File: src/rtl/div_ratio_meter_if.sv
// Meter-side bundle: enable and strobe under measurement in; period, duty and status out.
// The meter takes the slave view; whoever consumes the measurement holds the master view.
interface div_ratio_meter_if #(
    parameter int unsigned WIDTH = 32
);
    logic             en;
    logic             in_clk;
    logic [WIDTH-1:0] period;
    logic [WIDTH-1:0] high_time;
    logic             valid;
    logic             locked;
    logic             timeout;

    modport master (
        output en, in_clk,
        input  period, high_time, valid, locked, timeout
    );

    modport slave (
        input  en, in_clk,
        output period, high_time, valid, locked, timeout
    );
endinterface

File: src/rtl/div_ratio_meter.sv
// Period/duty meter for a slow strobe with lock and no-edge timeout; DIV_RATIO_METER_DUTY_EN builds high_time.
// Latency: valid SYNC_STAGES+1 clk after the sampled in_clk rise; no backpressure, valid is a one-cycle pulse.
module div_ratio_meter #(
    parameter int unsigned WIDTH       = 32,
    parameter int unsigned SYNC_STAGES = 2,
    parameter int unsigned LOCK_CNT    = 4,
    parameter int unsigned TIMEOUT     = 1000000
) (
    input  logic              clk,
    input  logic              rst,
    div_ratio_meter_if.slave  bus
);

    typedef enum logic [1:0] {IDLE, ARM, MEAS} state_t;

    localparam logic [WIDTH-1:0] TIMEOUT_W = WIDTH'(TIMEOUT);
    localparam logic [WIDTH-1:0] ONE_W     = WIDTH'(1);
    localparam logic [3:0]       MATCH_MAX = 4'(LOCK_CNT - 1);

    state_t                 state_q, state_d;
    logic [SYNC_STAGES-1:0] sync_q, sync_d;
    logic                   s_d_q, s_d_d;
    logic [WIDTH-1:0]       cnt_q, cnt_d;
    logic [WIDTH-1:0]       period_q, period_d;
    logic                   valid_q, valid_d;
    logic                   locked_q, locked_d;
    logic                   timeout_q, timeout_d;
    logic [3:0]             match_q, match_d;
    logic                   first_q, first_d;
    logic                   s;
    logic                   rise;

    assign s    = sync_q[SYNC_STAGES-1];
    assign rise = s & ~s_d_q;

    always_comb begin
        sync_d = {sync_q[SYNC_STAGES-2:0], bus.in_clk};
        s_d_d  = s;
    end

    always_comb begin
        state_d   = state_q;
        cnt_d     = cnt_q;
        period_d  = period_q;
        valid_d   = 1'b0;
        locked_d  = locked_q;
        timeout_d = timeout_q;
        match_d   = match_q;
        first_d   = first_q;
        if (!bus.en) begin
            state_d   = IDLE;
            cnt_d     = '0;
            match_d   = '0;
            locked_d  = 1'b0;
            timeout_d = 1'b0;
            first_d   = 1'b0;
        end else begin
            case (state_q)
                IDLE: begin
                    cnt_d   = '0;
                    state_d = ARM;
                end
                ARM: begin
                    if (rise) begin
                        cnt_d   = ONE_W;
                        first_d = 1'b1;
                        state_d = MEAS;
                    end
                end
                MEAS: begin
                    // A rise landing on the timeout count is a valid measurement, not a loss.
                    if (rise) begin
                        period_d  = cnt_q;
                        valid_d   = 1'b1;
                        cnt_d     = ONE_W;
                        timeout_d = 1'b0;
                        first_d   = 1'b0;
                        if (first_q || (cnt_q != period_q)) begin
                            match_d = '0;
                        end else if (match_q != MATCH_MAX) begin
                            match_d = match_q + 4'd1;
                        end
                        locked_d = (match_d == MATCH_MAX);
                    end else if (cnt_q == TIMEOUT_W) begin
                        timeout_d = 1'b1;
                        locked_d  = 1'b0;
                        match_d   = '0;
                        cnt_d     = '0;
                        state_d   = ARM;
                    end else begin
                        cnt_d = cnt_q + ONE_W;
                    end
                end
                default: state_d = IDLE;
            endcase
        end
    end

    always_ff @(posedge clk or posedge rst) begin
        if (rst) begin
            state_q   <= IDLE;
            sync_q    <= '0;
            s_d_q     <= 1'b0;
            cnt_q     <= '0;
            period_q  <= '0;
            valid_q   <= 1'b0;
            locked_q  <= 1'b0;
            timeout_q <= 1'b0;
            match_q   <= '0;
            first_q   <= 1'b0;
        end else begin
            state_q   <= state_d;
            sync_q    <= sync_d;
            s_d_q     <= s_d_d;
            cnt_q     <= cnt_d;
            period_q  <= period_d;
            valid_q   <= valid_d;
            locked_q  <= locked_d;
            timeout_q <= timeout_d;
            match_q   <= match_d;
            first_q   <= first_d;
        end
    end

`ifdef DIV_RATIO_METER_DUTY_EN
    logic [WIDTH-1:0] hcnt_q, hcnt_d;
    logic [WIDTH-1:0] high_time_q, high_time_d;

    always_comb begin
        hcnt_d      = hcnt_q;
        high_time_d = high_time_q;
        if (!bus.en || (state_q == IDLE)) begin
            hcnt_d = '0;
        end else if (rise) begin
            hcnt_d = ONE_W;
            if (state_q == MEAS) begin
                high_time_d = hcnt_q;
            end
        end else if (state_q == MEAS) begin
            hcnt_d = (cnt_q == TIMEOUT_W) ? '0 : hcnt_q + WIDTH'(s);
        end
    end

    always_ff @(posedge clk or posedge rst) begin
        if (rst) begin
            hcnt_q      <= '0;
            high_time_q <= '0;
        end else begin
            hcnt_q      <= hcnt_d;
            high_time_q <= high_time_d;
        end
    end

    assign bus.high_time = high_time_q;
`else
    assign bus.high_time = '0;
`endif

    assign bus.period  = period_q;
    assign bus.valid   = valid_q;
    assign bus.locked  = locked_q;
    assign bus.timeout = timeout_q;

endmodule

File: src/flat_wrapper.sv
// flat-port wrapper written by rule: the top's interface ports become plain ports
module div_ratio_meter_flat 
#(
    parameter int unsigned WIDTH       = 32,
    parameter int unsigned SYNC_STAGES = 2,
    parameter int unsigned LOCK_CNT    = 4,
    parameter int unsigned TIMEOUT     = 1000000
)
  (clk, rst, bus_en, bus_in_clk, bus_period, bus_high_time, bus_valid, bus_locked, bus_timeout);
  div_ratio_meter_if #(.WIDTH(WIDTH)) bus_i ();
  input  logic clk;
  input  logic rst;
  input wire logic [$bits(bus_i.en)-1:0] bus_en;
  input wire logic [$bits(bus_i.in_clk)-1:0] bus_in_clk;
  output wire logic [$bits(bus_i.period)-1:0] bus_period;
  output wire logic [$bits(bus_i.high_time)-1:0] bus_high_time;
  output wire logic [$bits(bus_i.valid)-1:0] bus_valid;
  output wire logic [$bits(bus_i.locked)-1:0] bus_locked;
  output wire logic [$bits(bus_i.timeout)-1:0] bus_timeout;
  assign bus_i.en = bus_en;
  assign bus_i.in_clk = bus_in_clk;
  assign bus_period = bus_i.period;
  assign bus_high_time = bus_i.high_time;
  assign bus_valid = bus_i.valid;
  assign bus_locked = bus_i.locked;
  assign bus_timeout = bus_i.timeout;
  div_ratio_meter #(.WIDTH(WIDTH), .SYNC_STAGES(SYNC_STAGES), .LOCK_CNT(LOCK_CNT), .TIMEOUT(TIMEOUT)) u_core (.clk(clk), .rst(rst), .bus(bus_i));
endmodule
File: config.mk
export PLATFORM = sky130hd
export DESIGN_NAME = div_ratio_meter_flat
export DESIGN_NICKNAME = d
export VERILOG_FILES = /design/src/rtl/div_ratio_meter_if.sv /design/src/rtl/div_ratio_meter.sv /design/src/flat_wrapper.sv
export SDC_FILE = /design/constraint.sdc
export NUM_CORES = 1
export LEC_CHECK = 0
export CAP_MARGIN = 15
export CORE_MARGIN = 4
export CORE_UTILIZATION = 30
export CTS_BUF_LIST = sky130_fd_sc_hd__clkbuf_4 sky130_fd_sc_hd__clkbuf_8
export CTS_CLUSTER_DIAMETER = 50
export DETAILED_ROUTE_END_ITERATION = 12
export PLACE_DENSITY = 0.56
export SKIP_LAST_GASP = 1
export SLEW_MARGIN = 40
export SYNTH_ARGS = -nofsm -noshare
export SYNTH_HDL_FRONTEND = slang
export SYNTH_SLANG_ARGS = --single-unit
File: constraint.sdc
create_clock -name clk -period 2.74 [get_ports clk]
set_input_delay 0.548 -clock clk [delete_from_list [all_inputs] [get_ports clk]]
set_output_delay 0.548 -clock clk [all_outputs]
set_load 0.02 [all_outputs]
==> metrics.md, run 1 <==
| Metric | Value |
|---|---|
| Switching pwr | roughly 660 uW |
| CTS Buf Count | 9 |
| # hold bufs at CTS | 0 |
| Core ar. | 0.0139 mm^2 |
| CP most frequent cell | nor2_1 |
| Adder-cell share of the synthesized area | just over 2% |
| Die ar. | between 0.015 and 0.02 mm^2 |
| Antenna Violating Nets Remaining | 0 |
| Routed WL | 10100 um |
| Pleak | approximately 2.3 nW |
| Vias | between 3000 and 4000 |
| Max frequency | ~0.42 GHz |
| Initial cell density of the core | 30.7% |
| Setup Skew | around 0.0091 ns |
| Mux share of post-synthesis cell area | 0.234% |
| Crit path DAT | roughly 2.6 ns |
| First-pass GRT wire length | roughly 17000 um |
| GRT Overall Usage | 12.8% |
| Starting DRT DRC Count | 201 |
| Vias in the first global route | roughly 3200 |
| Cells after synthesis | about 480 |
| Max-Cap Viols | 0 |
| RSZ-0062 raised after global routing | false |
| Yosys cell types | 49 |
| Post-Synth XOR/XNOR Area | a little under an eighth |
| Logic pwr share | 16.2% |
| Detailed Place HPWL | approximately 7400 um |
| Worst Path Required | approximately 3.0 ns |
| Initial antenna violation count | 0 |
| Critical path type | reg2reg |
| Synth Area in Compound Gates | 7.37% |
| Area contributors post-synth | dfrtp_1, nand2_1, xor2_1 |
| CTS max path bufs | 2 |
| Largest net degree at the start of global routing | 35 |
| Drt first pass iters | 5 |
| Largest family of logic cells by synthesized area | simple AND/OR/NAND/NOR gates |
| Slew Viols, Final | 0 |
| CP delay by family, top | simple AND/OR/NAND/NOR gates |
| Worst setup SP type | register |
| Hold Crit Depth | 0 |
| Drt wl/cell | 14.5 um |
| Hold Vio Cnt, Final | 0 |
| CTS root buf | clkbuf_8 |
| Total gr overflow | 0 |
| Slowest stage delay, CP | 0.44 ns |
| Synth area leader | dfrtp_1 |
| Worst skew pair latency | 0.35 ns |
| Sequential share of power | slightly above 50% |
| Top post-synthesis cells by count | nand2_1, dfrtp_1, xor2_1, nor2_1, buf_4 |
| Vias per Instance | roughly 4.7 |
| Hold Crit Class | reg2reg |
| Pint | 1.66 mW |
| VDD IR-drop max | 0.159 mV |
| H-tree depth | 3 |
| Post-layout instance area | ~0.0049 mm^2 |
| I/O pin total | 71 |
| Slew headroom | ~50% |
| Final nets | 525 |
| Crit path cell chain | inv_2 -> ha_1 -> nor4b_1 -> nand4_1 -> nor3_2 -> nor2_1 -> a41oi_2 -> buf_12 -> nor2_1 |
| Clk network pwr share | 32.9% |
| Most common flop cell mapped by yosys | dfrtp_1 |
| Tcrit/Tclk final | just under 90% |
| Min cycle time layout | about 2.4 ns |
| Die Span X | ~130 um |
| Worst r2r src | u_core.cnt_q[0] |
| Status | finished clean |
| Final count of negative-setup-slack endpoints | 0 |
| Share of Yosys cell area claimed by the top area cell type | 45.1% |
| Async SR Flop Fraction | 100% |
| Clock transition at path regs | ~0.070 ns |
| Simple-gate share of the synthesized area | 23.8% |
| Share of cells above drive strength 1 | a little over 8% |
| Hold Path Origin | u_core.sync_q[0] |
| CTS-repair resized insts | 0 |
| Setup TNS Final | 0 ns |
| Post-CTS Setup Bufs | 0 |
| Power per Cell Area | ~470 mW/mm^2 |
| Ant diodes | 0 |
| Global placer's final weighted congestion | roughly 0.83 |
| Placed inst area | 0.00478 mm^2 |
| Rows | 43 |
| YS warnings | 0 |
| Avg Inst Size Synth | between 8 and 9 um^2 |
| DRC viols | 0 |
| Post-synthesis sequential area ratio | 45.1% |
| I/O Buffers | 38 |
| Crit Path Max Fanout | 30 |
| R2r setup slk | about 0.36 ns |
| Post-Syn Area | 0.00428 mm^2 |
| Switching Fraction | about 29% |
| CTS tree | yes |
| CP max stage cell | dfrtp_1 |
| Worst Reg-to-Reg Cells | 9 |
| Buffers and inverters on the worst path | 2 |
| Flops & latches, synth | between 70 and 80 |
| Sink Count | 77 |
| Least-Margin Pin Slew | 0.747 ns |
| EDFF count, synth | 0 |
| Count leader, synth | nand2_1 |
| Reg-to-reg endpoint | u_core.cnt_q[9] |
| Synth-to-Final Area Change | 15.7% |
| Worst Hold Path EP | u_core.sync_q[1] |
| Die height | roughly 130 um |
| Type of destination of the critical path | register |
## per-stage QoR
stage	total power [mW]	std cells	hold WS, ns	utilization (%)	setup slack [ns]
finish	2.33	697	0.352	35.5	0.360
global route	2.45	697	0.368	35.5	0.134
CTS	2.36	697	0.355	35.5	0.392
detailed placement	1.59	683	0.338	34.3	0.305
global placement	1.58	683	0.334	34.3	0.309
floorplan	1.49	510	0.331	-	0.225
## power by group through the flow
stage | Combinational, mW | Clock, mW | Sequential, mW
after floorplan | 0.268 | 0 | 1.22
after global placement | 0.376 | 0 | 1.20
after detailed placement | 0.380 | 0 | 1.21
after CTS | 0.380 | 0.795 | 1.18
after global routing | 0.416 | 0.846 | 1.19
final | 0.378 | 0.766 | 1.18
## layout by cell type, fill, tap and decap left out, types with 2 or more instances in the layout
master,count
nand2_1,107
dfrtp_1,77
xor2_1,41
nor2_1,39
clkdlybuf4s50_1,38
conb_1,32
nand3_1,24
nand4_1,18
xnor2_1,17
buf_4,12
clkbuf_8,11
o21ai_1,10
inv_1,9
nor3_1,7
ha_1,7
a21oi_1,6
and3_1,6
nor4_1,5
inv_2,5
o22ai_1,5
nor4b_1,3
and2_1,3
nor2b_1,2
a31oi_1,2
a2111oi_2,2
clkinv_2,2
buf_12,2
## logic make-up after synthesis
group | after synthesis
AO/OA/AOI/OAI | 40
XOR/XNOR | 58
flip-flops | 77
AND/OR/NAND/NOR | 222
adder cells (fa/ha/maj) | 7
multiplexers | 1
other | 1
buffers and inverters | 73
## area by class of cell
| class | instances | area [um^2] |
|---|---|---|
| fillers | 1414 | 8990 |
| multi-input cells | 360 | 2060 |
| flip-flops and latches | 77 | 1930 |
| repair buffers | 52 | 510 |
| well taps | 180 | 225 |
| clock buffers | 12 | 159 |
| inverters | 14 | 52.6 |
| clock inverters | 2 | 10.0 |
## registers in the layout, indices dropped and copies added (netlist names)
name and cells:
u_core.bus.locked 1, u_core.bus.period 32, u_core.bus.timeout 1, u_core.bus.valid 1
u_core.cnt_q 32, u_core.first_q 1, u_core.match_q 4, u_core.s_d_q 1
u_core.state_q 2, u_core.sync_q 2
## worst max path at each step
| stage | endpoint | cells past startpoint | from | slack (ns) |
|---|---|---|---|---|
| 2_1_floorplan | u_core.bus.locked | 1 | rst | 0.23 |
| 3_3_place_gp | u_core.cnt_q[15] | 5 | bus_en | 0.31 |
| 3_5_place_dp | u_core.cnt_q[15] | 5 | bus_en | 0.30 |
| 4_1_cts | u_core.cnt_q[17] | 9 | u_core.cnt_q[0] | 0.39 |
| 5_1_grt | u_core.cnt_q[9] | 9 | u_core.cnt_q[0] | 0.13 |
| 6_report | u_core.cnt_q[9] | 9 | u_core.cnt_q[0] | 0.36 |
## layer usage
| metal | track usage (%) | up-vias | part of all wire [%] |
|---|---|---|---|
| li1 | - | 1593 | - |
| met1 | 18.1 | 1581 | 48 |
| met2 | 19.0 | 104 | 44 |
| met3 | 3.39 | 14 | 6.3 |
| met4 | 4.16 | 0 | 1.6 |
| met5 | 0 | - | 0 |
## worst reg2reg max path, stage by stage (launching register included)
cell	delay, ns
dfrtp_1	0.44
inv_2	0.13
ha_1	0.16
nor4b_1	0.25
nand4_1	0.17
nor3_2	0.42
nor2_1	0.13
a41oi_2	0.27
buf_12	0.21
nor2_1	0.09
No activity file was read; power rests on OpenSTA's default activity.
==> run 2, diff against run 1 <==
--- a/config.mk
+++ b/config.mk
@@ -5,13 +5,16 @@
 export SDC_FILE = /design/constraint.sdc
 export NUM_CORES = 1
 export LEC_CHECK = 0
+export ABC_AREA = 1
+export ABC_CLOCK_PERIOD_IN_PS = 2740
 export CAP_MARGIN = 15
 export CORE_MARGIN = 4
 export CORE_UTILIZATION = 30
 export CTS_BUF_LIST = sky130_fd_sc_hd__clkbuf_4 sky130_fd_sc_hd__clkbuf_8
 export CTS_CLUSTER_DIAMETER = 50
 export DETAILED_ROUTE_END_ITERATION = 12
-export PLACE_DENSITY = 0.56
+export DONT_BUFFER_PORTS = 1
+export PLACE_DENSITY = 0.5
 export SKIP_LAST_GASP = 1
 export SLEW_MARGIN = 40
 export SYNTH_ARGS = -nofsm -noshare
==> run 2 against run 1 <==
  * Synthesized area grew 9.2%
  * First-iteration DRC count shrank 3.5%
  * Clock power grew 4.0%
  * Sequential cell count is the same
  * Die area grew 8.6%
  * Total power grew 36%
  * Synthesized cell count grew 31%
  * Final cell count grew 17%
  * Core utilization shrank 3.4 points
  * Via count grew 15%
==> metrics.md, run 2 <==
| Metric | Value |
|---|---|
| Status | finished clean |
| Die Span X | 133 um (+4.2%) |
| Adder-cell share of the synthesized area | 1.88% (-0.17 points) |
| GRT Overall Usage | 14.3% (+1.5 points) |
| VDD IR-drop max | 0.266 mV (+68%) |
| Worst skew pair latency | 0.37 ns (+0.02 ns) |
| Crit Path Max Fanout | 30 (unchanged) |
| Global placer's final weighted congestion | 0.884 (+6.1%) |
| Critical path type | reg2reg |
| CTS-repair resized insts | 0 (unchanged) |
| Pleak | 2.28 nW (+1.2%) |
| Most common cell after layout, fill and taps aside | nand2_1 |
| Worst setup SP type | register |
| Count leader, synth | nand2_1 |
| CP max stage cell | inv_2 |
| Slew Viols, Final | 0 (unchanged) |
| Share of Yosys cell area claimed by the top area cell type | 41.3% (-3.8 points) |
| Setup TNS Final | 0 ns (unchanged) |
| CTS max path bufs | 2 (unchanged) |
| Power per Cell Area | 647 mW/mm^2 (+38%) |
| Post-CTS Setup Bufs | 0 (unchanged) |
| Drt first pass iters | 5 (unchanged) |
| Hold Crit Class | in2async |
| Largest family of logic cells by synthesized area | simple AND/OR/NAND/NOR gates |
| Pre-CTS setup slack | 0.482 ns (+0.177 ns) |
| Fin worst setup slack | 0.448 ns (+0.0882 ns) |
| Final count of negative-setup-slack endpoints | 0 (unchanged) |
| Largest net degree at the start of global routing | 78 (+120%) |
| Share of cells above drive strength 1 | 9.37% (+1.0 points) |
| Synth Area in Compound Gates | 6.94% (-0.43 points) |
| Crit path cell chain | inv_1 -> ha_1 -> inv_1 -> nand2_1 -> nand2_4 -> inv_2 -> o21ai_1 -> inv_2 -> nor2_1 |
| Worst path depth | 9 (unchanged) |
| M3 GR Usage | 2.97% (-0.42 points) |
| # hold bufs at CTS | 0 (unchanged) |
| Flops & latches, synth | 77 (unchanged) |
| Total gr overflow | 0 (unchanged) |
| Least-Margin Pin Slew | 0.602 ns (-0.146 ns) |
| Most common flop cell mapped by yosys | dfrtp_1 |
| GRT Max-Usage Layer | met2 |
| Simple-gate share of the synthesized area | 31.4% (+7.7 points) |
| R2r setup slk | 0.45 ns (+0.09 ns) |
| Initial cell density of the core | 30.7% (+0.034 points) |
| Commonest non-fill, non-tap cells in the layout | nand2_1, dfrtp_1, inv_1 |
| H-tree depth | 3 (unchanged) |
| Rows | 45 (+4.7%) |
| Hold Vio Cnt, Final | 0 (unchanged) |
| Yosys cell types | 33 (-33%) |
| EDFF count, synth | 0 (unchanged) |
| Reg-to-reg endpoint | u_core.cnt_q[19] |
| Sequential share of power | 50.0% (-0.8 points) |
| CTS Buf Count | 9 (unchanged) |
| Cells after synthesis | 629 (+31%) |
| Worst Path Required | 2.97 ns (about the same) |
| I/O pin total | 71 (unchanged) |
| Max-Cap Viols | 0 (unchanged) |
| Crit path DAT | 2.52 ns (-0.09 ns) |
| Logic pwr share | 24.8% (+8.6 points) |
| Initial antenna violation count | 0 (unchanged) |
| Vias | 3796 (+15%) |
| I/O Buffers | 0 (-100%) |
| Tcrit/Tclk final | 83.6% (-3.2 points) |
| Vias per Instance | 4.64 (-1.7%) |
| Routed WL | 12400 um (+22%) |
| Die ar. | 0.0176 mm^2 (+8.6%) |
| Detailed Place HPWL | 9240 um (+25%) |
| Avg Inst Size Synth | 7.43 um^2 (-17%) |
| DRC viols | 0 (unchanged) |
| Die height | 133 um (+4.2%) |
| Drt wl/cell | 15.1 um (+4.0%) |
| Synth-to-Final Area Change | 4.66% |
| Post-Syn Area | 0.00467 mm^2 (+9.2%) |
| Min cycle time layout | 2.29 ns (-0.0882 ns) |
| Fill cells | 1639 (+16%) |
| Setup Skew | 0.0105 ns (+0.00140 ns) |
| CP delay by family, top | buffers and inverters |
| Type of destination of the critical path | register |
| Slowest stage delay, CP | 0.46 ns (+0.02 ns) |
| Top post-synthesis cells by count | nand2_1, dfrtp_1, inv_1, nor2_1, o21ai_0 |
| Met1 GRT Util | 19.4% (+1.3 points) |
| Sink Count | 77 (unchanged) |
| Area contributors post-synth | dfrtp_1, nand2_1, o21ai_0 |
| Core ar. | 0.0152 mm^2 (+9.1%) |
| Slew headroom | 59.8% (+9.8 points) |
| Buffers and inverters on the worst path | 4 (+2) |
| Mux share of post-synthesis cell area | 0% (-0.23 points) |
| Post-synthesis sequential area ratio | 41.3% (-3.8 points) |
| Switching pwr | 1.30 mW (+96%) |
| Clock transition at path regs | 0.08 ns (about the same) |
| Met2 GRT Util | 22.2% (+3.1 points) |
| Clk network pwr share | 25.2% (-7.7 points) |
| Worst Reg-to-Reg Cells | 9 (unchanged) |
| Worst r2r src | u_core.state_q[0] |
| Max frequency | 0.436 GHz (+3.8%) |
| Pint | 1.87 mW (+12%) |
| Ant diodes | 0 (unchanged) |
| CTS root buf | clkbuf_8 |
| Vias in the first global route | 3638 (+15%) |
| First-pass GRT wire length | 19600 um (+18%) |
| Synth area leader | dfrtp_1 |
| Crit path to | u_core.cnt_q[19] |
| Antenna Violating Nets Remaining | 0 (unchanged) |
| Post-Synth XOR/XNOR Area | 4.69% (-7.2 points) |
| Async SR Flop Fraction | 100% (unchanged) |
| CTS tree | yes |
| RSZ-0062 raised after global routing | false |
| Final nets | 637 (+21%) |
| YS warnings | 0 (unchanged) |
| Starting DRT DRC Count | 194 (-3.5%) |
| Crit path launch | u_core.state_q[0] |
| Switching Fraction | 41.1% (+13 points) |
## run 2: area by class of cell
cell class	instances	area (um^2)	share of cell area, %
clock inverter	2	10.0	0.205
inverter	80	302	6.17
clock buffer	13	160	3.28
sequential	77	1930	39.4
tap	188	235	4.81
timing repair buffer	3	35.0	0.717
multi-input combinational	455	2220	45.4
## run 2: how the worst min path moves through the flow
| stage | end | slack, ns | depth (start not counted) |
|---|---|---|---|
| after global placement | u_core.sync_q[1] | 0.34 | 0 |
| final | u_core.bus.period[4] | 0.14 | 2 |
| after detailed placement | u_core.sync_q[1] | 0.34 | 0 |
| after floorplan | u_core.sync_q[1] | 0.33 | 0 |
| after global routing | u_core.bus.period[4] | 0.18 | 2 |
| after CTS | u_core.cnt_q[1] | 0.15 | 2 |
## run 2: cell families after synthesis
logic type	after synthesis
other cells	1
flops	77
simple gates	327
buf+inv	128
fa+ha+maj	7
compound gates	64
xor+xnor	25
## run 2: routing by layer
layer  up-vias  part of all wire [%]  wire length [um]
met5         -                     0                 0
met4         0                   1.6               195
met3        13                   5.8               713
met2       111                    46              5670
met1      1787                    47              5780
li1       1885                     -                 -
## run 2: power by group through the flow
stage,logic [mW],registers [mW],clock network (mW)
floorplan,0.695,1.54,0
finish,0.785,1.58,0.797
global placement,0.769,1.61,0
detailed placement,0.778,1.61,0
CTS,0.787,1.59,0.826
global route,0.903,1.61,0.877
## run 2: stage by stage
step / instance area (um^2) / instances / hold WS [ns] / util (%) / power, mW
final: 4890 / 818 / 0.139 / 32.2 / 3.16
after global routing: 4890 / 818 / 0.176 / 32.2 / 3.39
after CTS: 4890 / 818 / 0.147 / 32.2 / 3.20
after detailed placement: 4720 / 803 / 0.343 / 31.0 / 2.39
after global placement: 4720 / 803 / 0.336 / 31.0 / 2.38
after floorplan: 4790 / 660 / 0.331 / - / 2.24
==> run 3, diff against run 2 <==
--- a/config.mk
+++ b/config.mk
@@ -6,7 +6,7 @@
 export NUM_CORES = 1
 export LEC_CHECK = 0
 export ABC_AREA = 1
-export ABC_CLOCK_PERIOD_IN_PS = 2740
+export ABC_CLOCK_PERIOD_IN_PS = 2400
 export CAP_MARGIN = 15
 export CORE_MARGIN = 4
 export CORE_UTILIZATION = 30
==> constraint.sdc (replaced) <==
create_clock -name clk -period 2.4 [get_ports clk]
set_input_delay 0.48 -clock clk [delete_from_list [all_inputs] [get_ports clk]]
set_output_delay 0.48 -clock clk [all_outputs]
set_load 0.02 [all_outputs]
==> run 3 against run 2 <==
  * Die area unchanged
  * Critical endpoint is now u_core.cnt_q[7]
  * Count of clock-buffer cells in the layout increased by 2
  * Critical path depth increased by 1
  * Largest cell class unchanged
==> metrics.md, run 3 (synthesis gave the netlist of run 2 again) <==
| Metric | Value |
|---|---|
| VDD IR-drop max | 0.318 mV (+20%) |
| Reg-to-reg endpoint | u_core.cnt_q[7] |
| Max-Cap Viols | 0 (unchanged) |
| Non-filler instance count after layout | 821 (+0.37%) |
| Routed WL | 12300 um (-0.65%) |
| Commonest non-fill, non-tap cells in the layout | nand2_1, dfrtp_1, inv_1 |
| Post-CTS Setup Bufs | 0 (unchanged) |
| Core ar. | 0.0152 mm^2 (unchanged) |
| Drt wl/cell | 15.0 um (-1.0%) |
| I/O pin total | 71 (unchanged) |
| Type of destination of the critical path | register |
| Crit path DAT | 2.34 ns (-0.18 ns) |
| R2r setup slk | 0.32 ns (-0.13 ns) |
| Slew Viols, Final | 0 (unchanged) |
| Final count of negative-setup-slack endpoints | 0 (unchanged) |
| Worst r2r src | u_core.state_q[1] |
| CTS max path bufs | 2 (unchanged) |
| Sequential share of power | 48.3% (-1.7 points) |
| I/O Buffers | 0 (unchanged) |
| Max frequency | 0.480 GHz (+9.9%) |
| GRT Overall Usage | 14.4% (+0.14 points) |
| Pleak | 2.31 nW (+1.2%) |
| First-pass GRT wire length | 20000 um (+2.1%) |
| Setup Skew | 0.0109 ns (+0.000331 ns) |
| Placed Cells incl. Taps | 806 (+0.37%) |
| Initial cell density of the core | 30.7% (unchanged) |
| Starting DRT DRC Count | 220 (+13%) |
| Worst Reg-to-Reg Cells | 10 (+1) |
| Status | finished clean |
| Min cycle time layout | 2.08 ns (-0.207 ns) |
| Fill cells | 1666 (+1.6%) |
| Hold Vio Cnt, Final | 0 (unchanged) |
| CTS tree | yes |
| Worst skew pair latency | 0.37 ns (about the same) |
| Setup TNS Final | 0 ns (unchanged) |
| Final nets | 640 (+0.47%) |
| Initial antenna violation count | 0 (unchanged) |
| Largest net degree at the start of global routing | 36 (-54%) |
| # hold bufs at CTS | 0 (unchanged) |
| Antenna Violating Nets Remaining | 0 (unchanged) |
| Tcrit/Tclk final | 86.9% (+3.2 points) |
| Die ar. | 0.0176 mm^2 (unchanged) |
| DRC viols | 0 (unchanged) |
| Most common cell after layout, fill and taps aside | nand2_1 |
| Logic pwr share | 24.9% (about the same) |
| Die Span X | 133 um (unchanged) |
| Hold Crit Class | in2async |
| Least-Margin Pin Slew | 0.708 ns (+0.106 ns) |
| Synth-to-Final Area Change | 6.11% |
| Drt first pass iters | 4 (-1) |
| Vias in the first global route | 3673 (+0.96%) |
| Share of cells above drive strength 1 | 9.79% (+0.43 points) |
| Total gr overflow | 0 (unchanged) |
| Crit Path Max Fanout | 22 (-27%) |
| Critical path type | reg2reg |
| CTS root buf | clkbuf_8 |
| Global placer's final weighted congestion | 0.936 (+5.8%) |
| H-tree depth | 3 (unchanged) |
| Die height | 133 um (unchanged) |
| CTS Buf Count | 9 (unchanged) |
| Switching pwr | 1.48 mW (+14%) |
| Pint | 2.26 mW (+21%) |
| Clock transition at path regs | 0.08 ns (about the same) |
| CTS-repair resized insts | 0 (unchanged) |
| Clk network pwr share | 26.8% (+1.6 points) |
| Rows | 45 (unchanged) |
| Sink Count | 77 (unchanged) |
| Vias per Instance | 4.63 (-0.21%) |
| Switching Fraction | 39.6% (-1.5 points) |
| Power per Cell Area | 754 mW/mm^2 (+17%) |
| Worst Path Required | 2.66 ns (-0.31 ns) |
| Ant diodes | 0 (unchanged) |
| Detailed Place HPWL | 9460 um (+2.3%) |
| Vias | 3802 (+0.16%) |
| RSZ-0062 raised after global routing | false |
| Worst setup SP type | register |
| Slew headroom | 52.7% (-7.1 points) |
## run 3: cell types whose count changed in the layout (fill, tap and decap cells not counted)
cell	delta
clkinv_2	-3
clkinvlp_4	+1
buf_12	+1
clkbuf_4	-2
buf_4	+2
clkbuf_8	+4
## run 3: worst max-delay path: stages, from the launching register on
cell and delay (ns):
dfrtp_1 0.40, inv_1 0.08, ha_1 0.21, nand2_1 0.10, or2_4 0.15, nand2_4 0.12, inv_2 0.37, nand2_1 0.18
nor2_1 0.15, xor2_1 0.16, nor2_1 0.06
## run 3: layer usage
layer / part of all wire [%] / track usage [%]
met2: 45 / 22.2
met5: 0 / 0
met4: 3.1 / 6.87
met3: 5.3 / 2.97
met1: 47 / 19.3
## run 3: worst max-delay path by stage
stage                                 start                to  slack [ns]
final                     u_core.state_q[1]   u_core.cnt_q[7]        0.32
after global routing      u_core.state_q[1]   u_core.cnt_q[5]        0.16
after detailed placement  u_core.state_q[0]   u_core.cnt_q[7]        0.33
after CTS                 u_core.state_q[0]   u_core.cnt_q[7]        0.31
after floorplan           u_core.state_q[0]  u_core.cnt_q[17]        0.78
after global placement    u_core.state_q[0]   u_core.cnt_q[7]        0.41
## run 3: per-stage QoR
step	hold slack [ns]	worst slack, ns	power [mW]	instance area, um^2	utilization, %
2_1_floorplan	0.331	0.776	2.56	4790	-
3_3_place_gp	0.338	0.413	2.76	4760	31.3
3_5_place_dp	0.340	0.329	2.78	4760	31.3
4_1_cts	0.0877	0.312	3.81	4960	32.6
5_1_grt	0.118	0.156	4.00	4960	32.6
6_report	0.0826	0.315	3.74	4960	32.6
## run 3: layout make-up
cell class / instances / area, um^2 / share of cell area [%]
repair buffers: 6 / 70.1 / 1.41
clock buffers: 15 / 200 / 4.04
inverters: 80 / 304 / 6.13
flip-flops and latches: 77 / 1930 / 38.9
multi-input cells: 455 / 2220 / 44.8
well taps: 188 / 235 / 4.75
## run 3: power by group through the flow
| stage | sequential [mW] | clock, mW | combinational [mW] |
|---|---|---|---|
| final | 1.81 | 1.00 | 0.930 |
| after global routing | 1.84 | 1.09 | 1.07 |
| after CTS | 1.82 | 1.05 | 0.943 |
| after detailed placement | 1.84 | 0 | 0.936 |
| after global placement | 1.84 | 0 | 0.915 |
| after floorplan | 1.76 | 0 | 0.794 |
